[src/rtl/discharge_pulse_scheduler.sv]
// EDM discharge-cycle sequencer: precharge, gap wait, timed discharge, deionisation off-time.
// Moore enables and registered strobes; shadows freeze pulse timing at each cycle start.
module discharge_pulse_scheduler #(
  parameter int unsigned TICK_DIV = 100,
  parameter logic [15:0] BRK_TH   = 16'd1000,
  parameter logic [15:0] WAIT_MAX = 16'd5000
) (
  input  logic        clk,
  input  logic        rst,
  input  logic        is_machine,
  input  logic [15:0] Ton_data,
  input  logic [15:0] Toff_data,
  input  logic [15:0] inductor_charging_time,
  input  logic [15:0] sample_voltage,
  output logic        charge_en,
  output logic        gap_en,
  output logic        pulse_start,
  output logic        null_pulse,
  output logic [15:0] state_timer,
  output logic [7:0]  normal_cnt,
  output logic [7:0]  null_cnt,
  output logic [2:0]  fsm_state
);

  typedef enum logic [2:0] {
    S_IDLE     = 3'd0,
    S_CHARGE   = 3'd1,
    S_GAP_WAIT = 3'd2,
    S_DISCH    = 3'd3,
    S_OFF      = 3'd4
  } state_t;

  localparam logic [7:0]  TICK8    = TICK_DIV[7:0];
  localparam logic [23:0] CYC_MAX  = 24'hFF_FFFF;
  localparam logic [23:0] WAIT_END = {8'd0, WAIT_MAX} - 24'd1;

  state_t      r_state, w_next;
  logic [23:0] r_cyc;
  logic [23:0] r_ton_ticks, r_toff_ticks;
  logic [15:0] r_tc_sh;
  logic        r_abort;
  logic        r_pulse_start, r_null_pulse;
  logic [7:0]  r_normal_cnt, r_null_cnt;

  logic w_start_ok, w_chg_done, w_dis_done, w_off_done, w_brk, w_tmo;
  logic w_abort, w_load, w_brk_evt, w_null_evt;

  assign w_start_ok = is_machine && (Ton_data != 16'd0);
  assign w_chg_done = (r_tc_sh == 16'd0) || (r_cyc == {8'd0, r_tc_sh} - 24'd1);
  assign w_dis_done = (r_cyc == r_ton_ticks - 24'd1);
  assign w_off_done = (r_toff_ticks == 24'd0) || (r_cyc == r_toff_ticks - 24'd1);
  assign w_brk      = (sample_voltage < BRK_TH);
  assign w_tmo      = (r_cyc == WAIT_END);

  // Machining enable dropping mid-pulse sends the gap straight to deionisation.
  assign w_abort = !is_machine &&
                   (r_state == S_CHARGE || r_state == S_GAP_WAIT || r_state == S_DISCH);

  always_comb begin
    // NOTE: default assignment first keeps this combinational block latch-free.
    w_next = r_state;
    case (r_state)
      S_IDLE:     if (w_start_ok) w_next = S_CHARGE;
      S_CHARGE:   if (w_abort) w_next = S_OFF;
                  else if (w_chg_done) w_next = S_GAP_WAIT;
      S_GAP_WAIT: if (w_abort) w_next = S_OFF;
                  else if (w_brk) w_next = S_DISCH;
                  else if (w_tmo) w_next = S_OFF;
      S_DISCH:    if (w_abort || w_dis_done) w_next = S_OFF;
      S_OFF:      if (w_off_done) w_next = (w_start_ok && !r_abort) ? S_CHARGE : S_IDLE;
      default:    w_next = S_IDLE;
    endcase
  end

  assign w_load     = (w_next == S_CHARGE) && (r_state == S_IDLE || r_state == S_OFF);
  assign w_brk_evt  = (r_state == S_GAP_WAIT) && (w_next == S_DISCH);
  assign w_null_evt = (r_state == S_GAP_WAIT) && (w_next == S_OFF) && !w_abort;

  // NOTE: all state uses non-blocking assignment so every register samples pre-edge values.
  always_ff @(posedge clk or posedge rst) begin
    if (rst) begin
      r_state       <= S_IDLE;
      r_cyc         <= '0;
      r_ton_ticks   <= '0;
      r_toff_ticks  <= '0;
      r_tc_sh       <= '0;
      r_abort       <= 1'b0;
      r_pulse_start <= 1'b0;
      r_null_pulse  <= 1'b0;
      r_normal_cnt  <= '0;
      r_null_cnt    <= '0;
    end else begin
      r_state <= w_next;
      if (w_next != r_state)   r_cyc <= '0;
      else if (r_cyc != CYC_MAX) r_cyc <= r_cyc + 24'd1;

      if (w_load) begin
        r_ton_ticks  <= {8'd0, Ton_data}  * {16'd0, TICK8};
        r_toff_ticks <= {8'd0, Toff_data} * {16'd0, TICK8};
        r_tc_sh      <= inductor_charging_time;
      end

      // Abort flag holds through the full off-time, then forces a return to IDLE.
      if (w_abort)                                  r_abort <= 1'b1;
      else if (r_state == S_OFF && w_next != S_OFF) r_abort <= 1'b0;

      r_pulse_start <= w_brk_evt;
      r_null_pulse  <= w_null_evt;
      if (w_brk_evt)  r_normal_cnt <= r_normal_cnt + 8'd1;
      if (w_null_evt) r_null_cnt   <= r_null_cnt + 8'd1;
    end
  end

  always_comb begin
    charge_en   = (r_state == S_CHARGE) || (r_state == S_DISCH);
    gap_en      = (r_state == S_GAP_WAIT) || (r_state == S_DISCH);
    fsm_state   = r_state;
    state_timer = (|r_cyc[23:16]) ? 16'hFFFF : r_cyc[15:0];
    pulse_start = r_pulse_start;
    null_pulse  = r_null_pulse;
    normal_cnt  = r_normal_cnt;
    null_cnt    = r_null_cnt;
  end

endmodule

[config.mk]
export PLATFORM = sky130hd
export DESIGN_NAME = discharge_pulse_scheduler
export DESIGN_NICKNAME = d
export VERILOG_FILES = /design/src/rtl/discharge_pulse_scheduler.sv
export SDC_FILE = /design/constraint.sdc
export NUM_CORES = 1
export LEC_CHECK = 0
export BUFFER_PORTS_ARGS = -buffer_cell sky130_fd_sc_hd__buf_2
export CAP_MARGIN = 5
export CORE_AREA = 2 2 117 142
export DETAILED_ROUTE_END_ITERATION = 6
export DIE_AREA = 0 0 119 144
export PLACE_DENSITY = 0.86
export RECOVER_POWER = 100
export SYNTH_ARGS = -nofsm -noshare
export SYNTH_HDL_FRONTEND = slang
export SYNTH_SLANG_ARGS = --single-unit
[constraint.sdc]
create_clock -name clk -period 10.84 [get_ports clk]
set_input_delay 1.084 -clock clk [delete_from_list [all_inputs] [get_ports clk]]
set_output_delay 1.084 -clock clk [all_outputs]
set_load 0.01 [all_outputs]
### Yosys cells after proc, flatten, opt, wreduce, memory -nomap -nowiden

Cells that the tools add are included.

| cells by class | value |
|---|---|
| reductions and logical operators | 26 |
| magnitude comparators | 1 |
| add/sub/neg operators | 6 |
| multiplexer cells | 15 |
| $mul | 2 |
| eq/ne operators | 14 |

Operator list:

| operator | number |
|---|---|
| 24-bit equality test | 3 |
| 24-bit 2-to-1 mux | 2 |
| 23-bit by 1-bit subtractor with 24-bit output (second input constant) | 2 |
| 16-bit by 5-bit multiplier with 21-bit output (second input constant) | 2 |
| 24-bit by 1-bit adder with 24-bit output (second input constant) | 1 |
| 24-bit by 13-bit equality test with 1-bit output (second input constant) | 1 |
| 24-bit logical NOT | 1 |
| 3-bit 2-to-1 mux | 8 |
| 24-bit inequality test (second input constant) | 1 |
| 16-bit by 1-bit subtractor with 17-bit output (second input constant) | 1 |
| 8-bit by 1-bit adder with 8-bit output (second input constant) | 2 |
| 16-bit logical NOT | 1 |
| 16-bit by 10-bit less-than comparator with 1-bit output (second input constant) | 1 |
| 16-bit 2-to-1 mux | 1 |
| 16-bit nonzero test | 1 |
| 3-bit one-hot mux with 5 select lines | 1 |
| 3-bit by 2-bit equality test with 1-bit output (second input constant) | 3 |
| 1-bit logical AND | 8 |
| 1-bit logical OR | 8 |
| 8-bit OR reduction | 1 |
| 3-bit by 1-bit equality test with 1-bit output (second input constant) | 2 |
| 3-bit equality test (second input constant) | 2 |
| 2-bit nonzero test | 2 |
| 1-bit logical NOT | 3 |
| 4 further kinds | 6 |

| word-level totals | value |
|---|---|
| register bits after elaboration | 104 |
| bits of input ports | 67 |
| output and inout bits | 39 |

### Logic depth before layout (Yosys ltp)

Gate-level depths: netlist of run 1.

| logic depth | value |
|---|---|
| depth in word-level cells | 11 |
| mapped depth | 16 |
| gate-level depth less buffers | 16 |

### Worst setup path before layout of run 1

Ideal clock, no wire load.

| timing path | value |
|---|---|
| path kind | in2reg |
| start point | input port Toff_data[2] |
| end point | register r_toff_ticks[22] |
| path buffers | 0 |
| required time | 10.707 ns |
| cell stages on the path | 15 |
| slack | 6.280 ns |
| arrival | 4.427 ns |
| library setup time | 0.133 ns |
| path through | ha_1 ha_1 inv_1 fa_1 inv_1 ha_1 a21oi_1 o21bai_1 a2111oi_0 o31ai_1 o41ai_1 o2111ai_1 a21oi_1 xnor2_1 o21ai_0 |

| between the ends | value |
|---|---|
| word-level cells in the longest chain between the ends | 1 |

RTL lines:

| item | line | RTL |
|---|---|---|
| start: declaration | 12 | `input logic [15:0] Toff_data,` |
| 16-bit by 5-bit multiplier with 21-bit output | 99 | `r_toff_ticks <= {8'd0, Toff_data} * {16'd0, TICK8};` |
| end signal: assignment | 99 |  |
| end: declaration | 39 | `logic [23:0] r_ton_ticks, r_toff_ticks;` |

Every way passes these cells.
A chain may end at the register's enable or synchronous reset.

### Worst setup path in the final report of run 1

| timing path | value |
|---|---|
| start point | register r_toff_ticks[4] |
| end point | register r_cyc[8] |

| between the ends | value |
|---|---|
| word-level cells in the longest chain between the ends | 7 |
| elaborated cells on any way between the ends | 9 |
| those cells by class | add/sub: 1; eq/ne: 2; mux: 3; reduce/logical: 3 |

RTL lines:

| item | line | RTL |
|---|---|---|
| 23-bit by 1-bit subtractor with 24-bit output | 51 | `assign w_off_done = (r_toff_ticks == 24'd0) \|\| (r_cyc == r_toff_ticks - 24'd1);` |
| 24-bit equality test | 51 |  |
| 1-bit logical OR * | 51 |  |
| 3-bit 2-to-1 mux * | 70 | `S_OFF: if (w_off_done) w_next = (w_start_ok && !r_abort) ? S_CHARGE : S_IDLE;` |
| 3-bit one-hot mux with 5 select lines * | 62 | `case (r_state)` |
| 3-bit inequality test * | 94 | `if (w_next != r_state) r_cyc <= '0;` |
| 24-bit 2-to-1 mux / 2-bit nonzero test (equally long branches) | -- |  |
| end signal: assignment | 95 | `else if (r_cyc != CYC_MAX) r_cyc <= r_cyc + 24'd1;` |
| end: declaration | 38 | `logic [23:0] r_cyc;` |

Every way passes the cells marked *; elsewhere a longest branch is shown, timed or not.

==> out/results.txt, run 1 <==
The flow ran to the end, but the final reports show violations. The checks that failed: max-capacitance violations, max-slew violations. Of all nets on the critical path, the largest fanout is 91. Global routing finished with a remaining overflow of 0.

The average detailed-routed wire length per instance is 15.61 microns, and the die width is 119 microns. The number of synthesized register bits works out to 104. In this run, post-CTS hold repair placed 0 buffers. The overall track demand over capacity in global routing was 26.26%; the detailed-route vias per instance was 5.950. The most critical setup path has its endpoint at r_cyc[8].

The worst pin sits at a relative slew slack of -125.5%. In this run, post-CTS repair resized a total of 0 instances. The worst register-to-register path has a depth of 10. The later pin in the worst-skew pair is clocked with a latency of 350 ps. The tools report the number of antenna violations at the first check in global routing as 0.

The cell count after synthesis came out at 1,156. The worst setup path startpoint was r_toff_ticks[4]. After the last flow step, the layout net total stands at 1,431. Final weighted congestion in routability-driven placement: 0.9691. The clock slew at the register clock pins of the worst setup and hold paths was 70 ps. For the count of inserted antenna diode cells, the log shows 0.

The logs give 9 for the number of clock buffers inserted by TritonCTS and 72 for the number of different library cells in the post-synthesis netlist. Clock skew on the completed layout was measured at 8.395 ps. The classification of the worst setup path is reg2reg. The top cell types in the final layout, fill and taps aside, are inv_1, ha_1, dfrtp_1, nand2_1, xnor2_1. STA puts the critical path data required time at 11,030 ps.

The yosys synthesis warning count came out at 0. For the final routed database, the setup TNS stands at 0 ps. The run gives 8,020 as the number of global-route vias before repair. The logs give 0 for the buffers inserted during post-CTS setup optimization and 6890 ps for the critical path data arrival time. The path class of the tightest hold or removal check is reg2reg. Summed over all cells, the static leakage comes to 0.005218 uW.

The synthesis-to-layout area growth was 8.137%. At the pin with the least slew margin, the transition time is 3383 ps. The post-route clock period utilization works out to 61.88%. The startpoint class of the critical path is a register.

The synthesized design devotes to its leading area cell type 25.80% of total area. For this block, the via count after detailed routing is 8,556. Based on the critical path, the design can be clocked at up to 149.1 MHz. Wires add up to 22.45 mm.

The tools report the core area as 15,890 sq um. Leaving out fill and tap cells, the most frequent cell in the layout is inv_1. In this design, the critical path's most frequently occurring cell is a2111oi_0.

The critical register-to-register path startpoint was r_toff_ticks[4]. The fraction of layout instances using a drive strength above 1 works out to 11.91%. CTS placed an instance of clkbuf_16 at the clock tree root. After floorplanning, the core was divided into 51 placement rows. During I/O placement, the number of pins put on the boundary was 106.

Before antenna repair, the detailed router went through 5 iterations. The tools report the final max-slew violation count as 111. For this design, the slowest cell found on the critical path is a2111oi_0. The signal on the critical path passes through or4_1 -> nor4_1 -> nand3_1 -> a2111oi_0 -> nand4_1 -> a2111oi_0 -> o21ai_4 -> buf_4 -> a221oi_4 -> nor3_1. The count of endpoints failing setup in the final report is 0, and the peak supply drop is 0.1041 mV. For this run, the slowest stage of the critical path takes 1630 ps.

The time the worst path needs with I/O delays and setup was 6708 ps. The DRC violations left was 0; the share of async-settable or async-resettable flops after synthesis was 100.0%. The DRC marker count from the first detailed-route iteration came out at 642. Once detail routing completed, the nets flagged for antenna violations numbered 0. The starting density of the core is 63.49%. The first global-routing pass estimated 36.97 mm of wire.

The clock tree buffer depth was 2. Dominant cell type by area after synthesis: dfrtp_1. By area the synthesized netlist is led by dfrtp_1, ha_1, xnor2_1, xor2_1, inv_1. Summing every instance area after synthesis gives 10,090 sq um. The hold violation total from the final report was 0; the count of fill cells added during filler insertion was 1,259.

The number of nets produced by synthesis is 1,366. The number of synthesized flops with an enable pin is 0, and the die outline area is 17,140 sq um. The max-cap violation count is 3. TritonCTS built the clock tree. Top flip-flop cell by instance count after synthesis: dfrtp_1. The setup check on the worst reg-to-reg path leaves a slack of 4130 ps. The tools report the sequential element share of the synthesized area as 25.80%. The die is 144 microns tall. STA classifies the critical path endpoint as a register. Entering global routing, the biggest net connects 92 pins.

The number of instances on the worst hold path works out to 1. The H-tree was split into 3 levels. The HPWL after detailed placement is 17.03 mm. In this run the power density over the cells is 191.3 nW/um^2. Setup repair after global routing left no endpoint under its margin.

The power consumption is 2086 uW, and the count of input and output buffers is 102. The run gives 104 as the total number of clock tree sinks. In this run the critical register-to-register path is captured at r_cyc[8]. The average cell area after synthesis was 8.726 sq um.
[registers in the layout, indices dropped and copies added, names as in the netlist]
register / flops
fsm_state: 3
r_cyc: 24
r_toff_ticks: 21
normal_cnt: 8
pulse_start: 1
r_tc_sh: 16
r_ton_ticks: 21
r_abort: 1
null_cnt: 8
null_pulse: 1
[synth_stat cells (12+ instances only)]
master / instances
mux2_2: 29
dfrtp_1: 104
nand3_1: 37
nor2_1: 55
nor4_1: 27
or2_2: 21
and3_1: 15
a21oi_1: 33
nand4_1: 13
or4_1: 12
ha_1: 121
a21o_1: 12
clkbuf_1: 40
xnor2_1: 64
fa_1: 22
o21ai_0: 48
inv_1: 136
nand2_1: 74
xor2_1: 63
nor3_1: 56
[through the flow]
| stage | std cells | setup WS, ps | util, % | hold slack (ps) | instance area, sq um |
|---|---|---|---|---|---|
| global route | 1438 | 3787 | 68.65 | 496.1 | 10910 |
| global placement | 1422 | 5703 | 67.23 | 457.6 | 10680 |
| detailed placement | 1422 | 5694 | 67.23 | 461.1 | 10680 |
| CTS | 1438 | 5763 | 69.25 | 474.9 | 11000 |
| finish | 1438 | 4132 | 68.65 | 470.8 | 10910 |
| floorplan | 1156 | 6280 | - | 486.2 | 10090 |
[cell families (layout without fill, tap and decap cells)]
logic type      count (synthesis)  in the layout  share of synthesized area [%]
mux                            35             35                          3.833
compound gates                184            184                          12.60
buf+inv                       189            259                          7.331
simple gates                  374            374                          20.03
fa+ha+maj                     143            143                          19.37
flops                         104            104                          25.80
xor+xnor                      127            127                          11.03
[worst max-delay path, delay by kind of cell, from the launching register on]
family                 cells  cell delay (ps)
AOI/OAI and AO/OA          4             3380
buffers and inverters      1              430
DFF                        1              460
and+or+nand+nor            5             2240
[worst min-delay path by stage]
stage,start,endpoint
3_3_place_gp,null_cnt[7],null_cnt[7]
2_1_floorplan,r_ton_ticks[20],r_ton_ticks[20]
4_1_cts,null_cnt[7],null_cnt[7]
5_1_grt,null_cnt[7],null_cnt[7]
3_5_place_dp,null_cnt[7],null_cnt[7]
6_report,null_cnt[7],null_cnt[7]
[layer usage]
layer	global-route usage, %	vias to the layer above	share of wire, %
met5	0	-	0
li1	-	4178	-
met1	32.82	4045	41
met3	3.115	55	6.4
met4	10.78	0	3.1
met2	46.31	278	50
[where the power goes]
group	switching, uW	internal, uW	leakage (uW)
registers	205	509	0.00134
clock network	143	207	0.000158
logic	552	471	0.00372
[layout make-up]
type / instances / area [sq um] / share of cell area (%)
Tap cell: 212 / 265.3 / 2.432
Inverter: 136 / 511.7 / 4.691
Multi-Input combinational cell: 863 / 6711 / 61.53
Sequential cell: 104 / 2603 / 23.86
Clock buffer: 10 / 239.0 / 2.191
Timing Repair Buffer: 107 / 495.5 / 4.542
Clock inverter: 6 / 82.58 / 0.7571
Note: power is estimated with default switching activity, not from simulation.
==> inputs of run 2 (changes only) <==
--- a/config.mk
+++ b/config.mk
@@ -7,10 +7,10 @@
 export LEC_CHECK = 0
 export BUFFER_PORTS_ARGS = -buffer_cell sky130_fd_sc_hd__buf_2
 export CAP_MARGIN = 5
-export CORE_AREA = 2 2 117 142
+export CORE_AREA = 2 2 121 146
 export DETAILED_ROUTE_END_ITERATION = 6
-export DIE_AREA = 0 0 119 144
-export PLACE_DENSITY = 0.86
+export DIE_AREA = 0 0 123 148
+export PLACE_DENSITY = 0.81
 export RECOVER_POWER = 100
 export SYNTH_ARGS = -nofsm -noshare
 export SYNTH_HDL_FRONTEND = slang
==> constraint.sdc (replaced) <==
create_clock -name clk -period 6.5 [get_ports clk]
set_input_delay 0.65 -clock clk [delete_from_list [all_inputs] [get_ports clk]]
set_output_delay 0.65 -clock clk [all_outputs]
set_load 0.01 [all_outputs]
==> out/results.txt, run 2 (synthesis gave the netlist of run 1 again) <==
The total detailed-routing wirelength was 22.29 mm (-0.69%); the I/O pin count was 106 (unchanged). The number of clock buffers inserted by TritonCTS is 9 (unchanged), and the fraction of layout instances using a drive strength above 1 is 11.83% (-0.082 points). The count of fill cells added during filler insertion is 1,421 (+13%), and the number of flip-flops in the largest register is 24 (unchanged). The final reports fail on max-capacitance violations, max-slew violations. The run finished, with violations left. For the max-cap violation count, the log shows 2 (-1).

Vertical die dimension: 148 microns (+2.8%). The tools report the number of placement rows as 52 (+2.0%). The largest registers in the layout are r_cyc (24), r_toff_ticks (21), r_ton_ticks (21). The final layout net count is 1,431 (unchanged), and the count of input and output buffers is 102 (unchanged). For the DRC marker count from the first detailed-route iteration, the log shows 598 (-6.9%). The worst setup path is of the reg2reg kind. Setup repair after global routing left no endpoint under its margin.

For the overall track demand over capacity in global routing, the log shows 25.44% (-0.83 points). The power per cell area is 316.3 nW/um^2 (+65%). The critical path data arrival time is 5400 ps (-1490 ps), and the starting density of the core is 60.09% (-3.4 points).

The buffers inserted during post-CTS setup optimization is 0 (unchanged), and the number of global-route vias before repair is 8,234 (+2.7%). The peak supply drop was 0.1665 mV (+60%). The run gives 33.54% (+0.72 points) as the global routing met1 resource utilization. TritonCTS built the clock tree.

The combinational share of power was 49.2% (+0.2 points). The die width was 123 microns (+3.4%); the number of antenna violations at the first check in global routing was 0 (unchanged). Residual antenna-violating net count after detailed routing: 0 (unchanged).

Met3 track demand over resource in global routing: 3.164% (+0.048 points). Leaving out fill and tap cells, the most frequent cells in the layout are inv_1, ha_1, dfrtp_1, nand2_1, xnor2_1. The logs give 18,200 sq um (+6.2%) for the die outline area and 0 (unchanged) for the DRC violations left. Worst-path maximum fanout: 24 (-74%). More flip-flops sit in one register than any other, and that register is r_cyc. Fraction of power consumed by the clock network: 16.3% (-0.5 points). The internal power was 1944 uW (+64%); the time the worst path needs with I/O delays and setup was 5214 ps (-1494 ps).

After global routing, the most crowded layer is met2. The tools report the total number of vias as 8,508 (-0.56%). The synthesis-to-layout area growth was 8.174% (about the same). The hold violation total from the final report was 0 (unchanged); the switching power was 1508 uW (+68%). For the H-tree depth reported by CTS, the log shows 3 (unchanged). The total grt overflow is 0 (unchanged).

The worst clock skew was 11.44 ps (+3.040 ps); the final weighted congestion in routability-driven placement was 0.9004 (-7.1%). The maximum number of pins on one net before global-route repair was 91 (-1.1%); the fraction of power spent switching nets was 43.68% (+0.57 points). Register share of total power: 34.4% (+0.2 points). For the core area, the log shows 16,790 sq um (+5.6%). The count of inserted antenna diode cells is 0 (unchanged). Count of endpoints failing setup in the final report: 0 (unchanged). The average detailed-routed wire length per instance is 15.46 microns (-0.97%), and the clock tree buffer depth is 2 (unchanged). The post-route clock period utilization was 80.22% (+18 points); the clock slew at the register clock pins of the worst setup and hold paths was 70 ps (about the same). The most frequent standard cell in the layout excluding fill and tap cells was inv_1. The wire length of the first global-routing pass was 38.12 mm (+3.1%). Startpoint class of the critical path: a register.

The data required time of the critical path is 6680 ps (-4350 ps), and the total number of clock tree sinks is 104 (unchanged). The run gives 0.005212 uW (-0.12%) as the cell leakage power. STA classifies the critical path endpoint as a register. The run gives 107 (-3.6%) as the final max-slew violation count. The insertion delay to the later sink of the worst-skew pair is 350 ps (about the same). The number of iterations in the first detailed-routing pass is 5 (unchanged), and the cts-stage hold buffer count is 0 (unchanged).

Clock tree synthesis selected as its root buffer the cell clkbuf_16. The logs give 0 (unchanged) for the post-cts sizing count and 191.8 MHz (+29%) for the achievable clock frequency. The slew at the pin closest to its max-slew limit was 3503 ps (+120.7 ps). The tightest min-delay check is of the reg2reg type. The relative slew slack is -133.6% (-8.0 points). The global routing usage on met2 came out at 42.79% (-3.5 points). The logs give 17.02 mm (about the same) for the HPWL after detailed placement and 0 ps (unchanged) for the final sum of negative setup slack. The detailed-route vias per instance is 5.900 (-0.84%). The power consumption is 3451 uW (+65%).
## run 2: cell count changes in the layout (fill, tap and decap cells not counted)
cell        before  now
a2111oi_0        4    3
clkinv_4         0    3
o21ai_0         48   49
o21ai_4          1    0
mux2_2          29   28
inv_6            0    2
clkinv_2         3    0
mux2_1           0    1
clkinvlp_4       1    0
a2111oi_4        0    1
bufinv_16        2    1
## run 2: critical path: stages (launching register included)
cell and delay [ps]:
dfrtp_1 460, or4_1 700, nor4_1 1000, nand3_1 190, a2111oi_0 580, nand4_1 230, a2111oi_4 480, o21ai_0 260
a221oi_4 950, nor3_1 170
## run 2: final timing paths
kind / cells past startpoint / slack, ps / start / to
min reg2reg: 1 / 470 / normal_cnt[7] / normal_cnt[7]
min: 1 / 470 / normal_cnt[7] / normal_cnt[7]
max in group asynchronous: 3 / 1890 / rst / r_abort
max: 9 / 1290 / r_toff_ticks[4] / r_cyc[10]
max reg2reg: 9 / 1290 / r_toff_ticks[4] / r_cyc[10]
min in group asynchronous: 2 / 670 / rst / r_cyc[10]
## run 2: layout make-up
cell class                 count  area, sq um  area share [%]
multi-input combinational    863         6719           61.58
sequential                   104         2603           23.85
inverter                     136        511.7           4.690
timing repair buffer         107        495.5           4.541
tap                          216        270.3           2.477
clock buffer                  10        239.0           2.190
clock inverter                 6        73.82          0.6765
## run 2: through the flow
step                hold WS [ps]  cell area [sq um]  utilization (%)  worst slack [ps]  std cells
finish                     468.1              10910            65.00              1286       1442
global route               495.4              10910            65.00             855.1       1442
CTS                        332.8              11000            65.53              1934       1442
detailed placement         460.7              10690            63.66              1755       1426
global placement           457.1              10690            63.66              1821       1426
floorplan                  486.2              10090                -              2374       1156
## run 2: layer usage
layer,vias up,wire length (microns)
met5,-,0
met4,0,669
met3,55,1200
met2,260,10740
met1,4026,9683
li1,4167,-
## run 2: power by group through the flow
stage                     Clock (uW)  Sequential, uW  Combinational, uW
after CTS                        567            1180               1720
final                            564            1190               1700
after floorplan                    0            1040               1490
after detailed placement           0            1190               1700
after global placement             0            1180               1650
after global routing             596            1230               1930
